File: src/rtl/icache_ctrl_if.sv
// Request/refill signal bundle for icache_ctrl.
// Groups the CPU-side fetch port (P_*), flush and the memory refill port (M_*).
// Modports: slave = the cache itself; master = the fetch front end plus instruction memory.
interface icache_ctrl_if;
  logic        P_strobe;
  logic [31:0] P_addr;
  logic        P_rw;
  logic [31:0] P_data;
  logic        P_ready;
  logic        flush;
  logic        M_strobe;
  logic [31:0] M_addr;
  logic        M_rw;
  logic [31:0] M_rdata;
  logic        M_ready;

  modport slave (
    input  P_strobe, P_addr, P_rw, flush, M_rdata, M_ready,
    output P_data, P_ready, M_strobe, M_addr, M_rw
  );

  modport master (
    output P_strobe, P_addr, P_rw, flush, M_rdata, M_ready,
    input  P_data, P_ready, M_strobe, M_addr, M_rw
  );
endinterface

File: src/rtl/icache_ctrl.sv
// Direct-mapped, read-only instruction cache with a line-refill controller.
// Ports: clk, rst (sync, active-high), bus (icache_ctrl_if.slave: P_* fetch port, flush, M_* refill port).
// Optional ICACHE_STATS_EN adds hit_count/miss_count outputs; hit answers two edges after acceptance.
module icache_ctrl #(
  parameter int LINES          = 16,
  parameter int WORDS_PER_LINE = 4
) (
  input  logic          clk,
  input  logic          rst,
  icache_ctrl_if.slave  bus
`ifdef ICACHE_STATS_EN
  ,
  output logic [31:0]   hit_count,
  output logic [31:0]   miss_count
`endif
);

  localparam int OW = $clog2(WORDS_PER_LINE);
  localparam int IW = $clog2(LINES);
  localparam int TW = 30 - OW - IW;
  localparam logic [OW-1:0] LAST_WORD = OW'(WORDS_PER_LINE - 1);
  localparam logic [31:0]   NOP_WORD  = 32'h0000_0013;

  typedef enum logic [1:0] {IDLE, LOOKUP, REFILL, RESPOND} state_t;

  state_t            state, state_d;
  logic [31:0]       req_addr;
  logic              req_rw;
  logic [OW-1:0]     cnt, cnt_d;
  logic              flush_pend;
  logic [LINES-1:0]  valid;
  logic [TW-1:0]     tags     [LINES];
  logic [31:0]       data_mem [LINES*WORDS_PER_LINE];

  logic [31:0]       p_data_q, p_data_d;
  logic              p_ready_q, p_ready_d;
  logic              m_strobe_q, m_strobe_d;
  logic [31:0]       m_addr_q, m_addr_d;
  logic              accept, inval, fill_wr, fill_done;

  logic [OW-1:0]     req_off;
  logic [IW-1:0]     req_idx;
  logic [TW-1:0]     req_tag;
  logic              hit;
  logic [31:0]       rd_word;

  assign req_off = req_addr[2 +: OW];
  assign req_idx = req_addr[2+OW +: IW];
  assign req_tag = req_addr[31 -: TW];
  assign hit     = valid[req_idx] && (tags[req_idx] == req_tag);
  assign rd_word = data_mem[{req_idx, req_off}];

  always_ff @(posedge clk) begin
    if (rst) state <= IDLE;
    else     state <= state_d;
  end

  always_comb begin
    state_d    = state;
    cnt_d      = cnt;
    p_ready_d  = 1'b0;
    p_data_d   = p_data_q;
    m_strobe_d = m_strobe_q;
    m_addr_d   = m_addr_q;
    accept     = 1'b0;
    inval      = 1'b0;
    fill_wr    = 1'b0;
    fill_done  = 1'b0;
    unique case (state)
      IDLE: begin
        // A deferred or fresh flush wins; a simultaneous request is retried next cycle and misses.
        if (bus.flush || flush_pend) begin
          inval = 1'b1;
        end else if (bus.P_strobe) begin
          accept  = 1'b1;
          state_d = LOOKUP;
        end
      end
      LOOKUP: begin
        if (!req_rw) begin
          p_ready_d = 1'b1;
          p_data_d  = NOP_WORD;
          state_d   = IDLE;
        end else if (hit) begin
          p_ready_d = 1'b1;
          p_data_d  = rd_word;
          state_d   = IDLE;
        end else begin
          cnt_d      = '0;
          m_strobe_d = 1'b1;
          m_addr_d   = {req_tag, req_idx, {OW{1'b0}}, 2'b00};
          state_d    = REFILL;
        end
      end
      REFILL: begin
        if (bus.M_ready) begin
          fill_wr  = 1'b1;
          cnt_d    = cnt + OW'(1);
          // Offset field wraps inside the line, so the address never leaves it.
          m_addr_d = {req_tag, req_idx, cnt + OW'(1), 2'b00};
          if (cnt == LAST_WORD) begin
            m_strobe_d = 1'b0;
            fill_done  = 1'b1;
            state_d    = RESPOND;
          end
        end
      end
      RESPOND: begin
        p_ready_d = 1'b1;
        p_data_d  = rd_word;
        state_d   = IDLE;
      end
      default: state_d = IDLE;
    endcase
  end

  always_ff @(posedge clk) begin
    if (rst) begin
      req_addr   <= '0;
      req_rw     <= 1'b1;
      cnt        <= '0;
      flush_pend <= 1'b0;
      valid      <= '0;
      p_data_q   <= NOP_WORD;
      p_ready_q  <= 1'b0;
      m_strobe_q <= 1'b0;
      m_addr_q   <= '0;
    end else begin
      cnt        <= cnt_d;
      p_data_q   <= p_data_d;
      p_ready_q  <= p_ready_d;
      m_strobe_q <= m_strobe_d;
      m_addr_q   <= m_addr_d;
      if (accept) begin
        req_addr <= bus.P_addr;
        req_rw   <= bus.P_rw;
      end
      if (inval)                           flush_pend <= 1'b0;
      else if (bus.flush && state != IDLE) flush_pend <= 1'b1;
      if (inval)          valid          <= '0;
      else if (fill_done) valid[req_idx] <= 1'b1;
    end
  end

  // Storage arrays carry no reset; the valid bits alone qualify their contents.
  always_ff @(posedge clk) begin
    if (fill_wr)   data_mem[{req_idx, cnt}] <= bus.M_rdata;
    if (fill_done) tags[req_idx]            <= req_tag;
  end

  assign bus.P_data   = p_data_q;
  assign bus.P_ready  = p_ready_q;
  assign bus.M_strobe = m_strobe_q;
  assign bus.M_addr   = m_addr_q;
  assign bus.M_rw     = 1'b1;

`ifdef ICACHE_STATS_EN
  logic lookup_hit, lookup_miss;
  assign lookup_hit  = (state == LOOKUP) && req_rw && hit;
  assign lookup_miss = (state == LOOKUP) && req_rw && !hit;

  always_ff @(posedge clk) begin
    if (rst) begin
      hit_count  <= '0;
      miss_count <= '0;
    end else begin
      if (lookup_hit)  hit_count  <= hit_count + 32'd1;
      if (lookup_miss) miss_count <= miss_count + 32'd1;
    end
  end
`endif

endmodule

File: src/flat_wrapper.sv
// flat-port wrapper written by rule: the top's interface ports become plain ports
module icache_ctrl_flat 
#(
  parameter int LINES          = 16,
  parameter int WORDS_PER_LINE = 4
)
  (clk, rst, bus_P_strobe, bus_P_addr, bus_P_rw, bus_flush, bus_M_rdata, bus_M_ready, bus_P_data, bus_P_ready, bus_M_strobe, bus_M_addr, bus_M_rw);
  icache_ctrl_if bus_i ();
  input  logic clk;
  input  logic rst;
  input wire logic [$bits(bus_i.P_strobe)-1:0] bus_P_strobe;
  input wire logic [$bits(bus_i.P_addr)-1:0] bus_P_addr;
  input wire logic [$bits(bus_i.P_rw)-1:0] bus_P_rw;
  input wire logic [$bits(bus_i.flush)-1:0] bus_flush;
  input wire logic [$bits(bus_i.M_rdata)-1:0] bus_M_rdata;
  input wire logic [$bits(bus_i.M_ready)-1:0] bus_M_ready;
  output wire logic [$bits(bus_i.P_data)-1:0] bus_P_data;
  output wire logic [$bits(bus_i.P_ready)-1:0] bus_P_ready;
  output wire logic [$bits(bus_i.M_strobe)-1:0] bus_M_strobe;
  output wire logic [$bits(bus_i.M_addr)-1:0] bus_M_addr;
  output wire logic [$bits(bus_i.M_rw)-1:0] bus_M_rw;
  assign bus_i.P_strobe = bus_P_strobe;
  assign bus_i.P_addr = bus_P_addr;
  assign bus_i.P_rw = bus_P_rw;
  assign bus_i.flush = bus_flush;
  assign bus_i.M_rdata = bus_M_rdata;
  assign bus_i.M_ready = bus_M_ready;
  assign bus_P_data = bus_i.P_data;
  assign bus_P_ready = bus_i.P_ready;
  assign bus_M_strobe = bus_i.M_strobe;
  assign bus_M_addr = bus_i.M_addr;
  assign bus_M_rw = bus_i.M_rw;
  icache_ctrl #(.LINES(LINES), .WORDS_PER_LINE(WORDS_PER_LINE)) u_core (.clk(clk), .rst(rst), .bus(bus_i));
endmodule
File: config.mk
export PLATFORM = sky130hd
export DESIGN_NAME = icache_ctrl_flat
export DESIGN_NICKNAME = d
export VERILOG_FILES = /design/src/rtl/icache_ctrl_if.sv /design/src/rtl/icache_ctrl.sv /design/src/flat_wrapper.sv
export SDC_FILE = /design/constraint.sdc
export NUM_CORES = 2
export LEC_CHECK = 0
export BUFFER_PORTS_ARGS = -buffer_cell sky130_fd_sc_hd__buf_2
export CAP_MARGIN = 20
export CORE_ASPECT_RATIO = 1.25
export CORE_MARGIN = 4
export CORE_UTILIZATION = 55
export CTS_BUF_LIST = sky130_fd_sc_hd__clkbuf_4
export DETAILED_ROUTE_END_ITERATION = 8
export GPL_ROUTABILITY_DRIVEN = 1
export PLACE_DENSITY = 0.71
export RECOVER_POWER = 100
export SLEW_MARGIN = 20
export SYNTH_ARGS = -nofsm -noshare
export SYNTH_HDL_FRONTEND = slang
export SYNTH_SLANG_ARGS = --single-unit
File: constraint.sdc
create_clock -name clk -period 4.62 [get_ports clk]
set_input_delay 0.693 -clock clk [delete_from_list [all_inputs] [get_ports clk]]
set_output_delay 0.693 -clock clk [all_outputs]
set_load 0.05 [all_outputs]
==> results.cfg <==
[sta]
slew_viol_final = 3461
relSlewSlack_pct = -97.31
post-route-period-util_pct = 95.68
finClkSkew_ps = 126.4
setup_violations = 0
fin_crit_ps = 4420
tightest_slew_ps = 2960
hold_viol = 0
grt_setup_unrepaired = no
max_freq_mhz = 226.2
hold_slack_ps = 154.4
finalSetupTns_ps = 0

[clocking]
cts_buffers = 622
cts_setup_buffers = 0
cts_tree = built
root_buffer = clkbuf_4
cts.sinks = 2552
clk_latency_ps = 1360
cts.path.max_buffers = 4
clk_pin_slew_ps = 70
cts_htree_levels = 6

[critical_path]
critPathArrivalTime_ps = 5690
path_buf_inv = 1
path_depth = 10
slowest_delay_ps = 740
r2r_setup_slack_ps = 200
cp_cell_sequence = mux4_2, a22oi_1, a21oi_1, nand2b_1, or4_1, nor4_4, a41oi_1, buf_12, a2111oi_0, a31o_1
endpoint_kind = register
required_ps = 5890
r2r-end = u_core.bus.P_data[11]
crit_path_max_fanout = 123
critPathLaunchType = register
r2r_cells = 10
path_delay_family = compound AO/OA/AOI/OAI gates
critical_path_class = register to register
critPathCapture = u_core.bus.P_data[11]
crit_path_top_delay_cell = dfxtp_4

[place]
gp_congestion = 0.8084
place_hpwl_um = 128700
numPortBuffers = 131

[die]
core_region_area_um2 = 176000
die_x_um = 384.9
die_h_um = 479.1
start_util_pct = 55.46
io-pin-count = 137
num_rows = 172
dieArea_um2 = 184400

[worst_hold_path]
hold_path.class = input port to register
min_path_cells = 4
worstHoldStart = bus_P_addr[18]

[routing]
wl_um = 239200
via_per_inst = 6.312
wl_per_cell_um = 30.79
route.antenna.remaining_nets = 0
num_vias = 49040
drc = 0
drt_iter0_markers = 6029
firstDrtPassIters = 5

[global_route]
grt_pass1_wl_um = 345600
grt_max_degree = 124
antenna_found_initial = 11
overflow = 0
grt_pass1_vias = 50680
grt_use_total_pct = 26.25

[status]
violations = max-capacitance violations, max-slew violations
status = complete, but fails checks

[yosys]
ys_top_cells_by_count = edfxtp_1, mux4_2, clkbuf_1
synth.cell_area_um2 = 97640
synth_ff_type = edfxtp_1
ys_seq_area_share_pct = 77.26
synth_warnings = 0
synth.area.top_cells = edfxtp_1, mux4_2, dfxtp_1
ys_types = 65
synth_top_area_cell = edfxtp_1
synth.avg_cell_area_um2 = 23.12
ys_ff_latch = 2552
yosysMostFrequentCell = edfxtp_1
synth-edff-count = 2432
synthDominantCellAreaShare_pct = 74.80
synthCells = 4223
ys_async_sr_fraction_pct = 0

[power_and_ir_drop]
total_power_uw = 45180
ir_worst_vdd_mv = 0.3004
power_density_nw_per_um2 = 410.0
p_leak_uw = 0.03448

[cells_and_area]
syn_to_final_growth_pct = 12.85
drive_above_1_share_pct = 35.65
nNetsFinal = 5076

[job]
maxCapViolCount = 95
[layout by cell type, fill, tap and decap left out, drive strengths merged, types with 17 or more instances in the layout]
master / netlist / layout
edfxtp: 2432 / 2432
clkbuf: 140 / 1079
mux4: 736 / 736
buf: 104 / 129
dfxtp: 120 / 120
nor2: 110 / 110
clkinv: 0 / 107
nand2: 104 / 104
dlygate4sd3: 0 / 85
mux2i: 78 / 78
a21oi: 69 / 69
nand3: 44 / 44
a31o: 29 / 29
a21bo: 28 / 28
inv: 7 / 22
a2111oi: 17 / 17
[what timing repair did]
item | in CTS | in global routing
gates resized for setup | 0 | 1
hold buffers | 66 | 19
setup endpoints to repair | 0 | 1
hold endpoints to repair | 190 | 1184
[report_power, final]
group	leakage, uW	switching, uW	internal, uW	total (uW)
Combinational	0.00697	1280	924	2200
Clock	0.00442	8450	9040	17500
Sequential	0.0231	117	25400	25500
[final cells by class]
class,instances,area (um2)
sequential,2552,75450
fill,12200,65850
multi-input combinational,1421,21350
clock buffer,893,6704
timing repair buffer,401,3029
tap,2349,2939
clock inverter,131,631.9
antenna,16,40.04
inverter,7,38.79
[tightest hold or removal path, stage by stage]
cell           delay (ps)
dlygate4sd3_1         530
buf_2                 120
nand2_1                50
a21oi_1                50
[registers in the layout, summed over array words and instances, names as in the netlist, 16 cells and up, named ones only]
| signal | flops |
|---|---|
| u_core.data_mem | 2048 |
| u_core.tags | 384 |
| u_core.bus.P_data | 32 |
| u_core.req_addr | 30 |
| u_core.bus.M_addr | 29 |
| u_core.valid | 16 |
[logic make-up (layout without fill, tap and decap cells)]
family | count (synthesis) | in the layout | synth area share (%)
flip-flops | 2552 | 2552 | 77.26
multiplexers | 830 | 830 | 17.96
AND/OR/NAND/NOR | 334 | 334 | 1.565
buffers and inverters | 251 | 1432 | 1.158
AO/OA/AOI/OAI | 227 | 227 | 1.804
XOR/XNOR | 26 | 26 | 0.2332
other | 2 | 19 | 0.007692
adder cells (fa/ha/maj) | 1 | 1 | 0.01281
[per-stage QoR]
stage | area [um2] | utilization [%] | setup slack, ps | instances
6_report | 110200 | 62.59 | 199.7 | 7770
4_1_cts | 110700 | 62.90 | 50.00 | 7731
3_5_place_dp | 102700 | 58.36 | 146.6 | 6641
3_3_place_gp | 102700 | 58.33 | 274.6 | 6639
2_1_floorplan | 97640 | - | 963.3 | 4224
5_1_grt | 110200 | 62.58 | 87.72 | 7762
[worst min path at each step]
stage,end,slack [ps]
after CTS,u_core.data_mem[21][31],1
final,u_core.req_addr[18],150
after global routing,u_core.req_addr[18],60
after detailed placement,u_core.req_addr[11],450
after global placement,u_core.valid[12],440
after floorplan,u_core.valid[10],440
[layer usage]
metal	track usage, %	wire (um)	vias to the layer above
met3	5.685	22450	479
met4	9.404	7856	8
li1	-	-	19950
met1	35.47	88050	25830
met5	0	41	-
met2	42.88	120800	2780
Power figures use the tool's default switching activity.
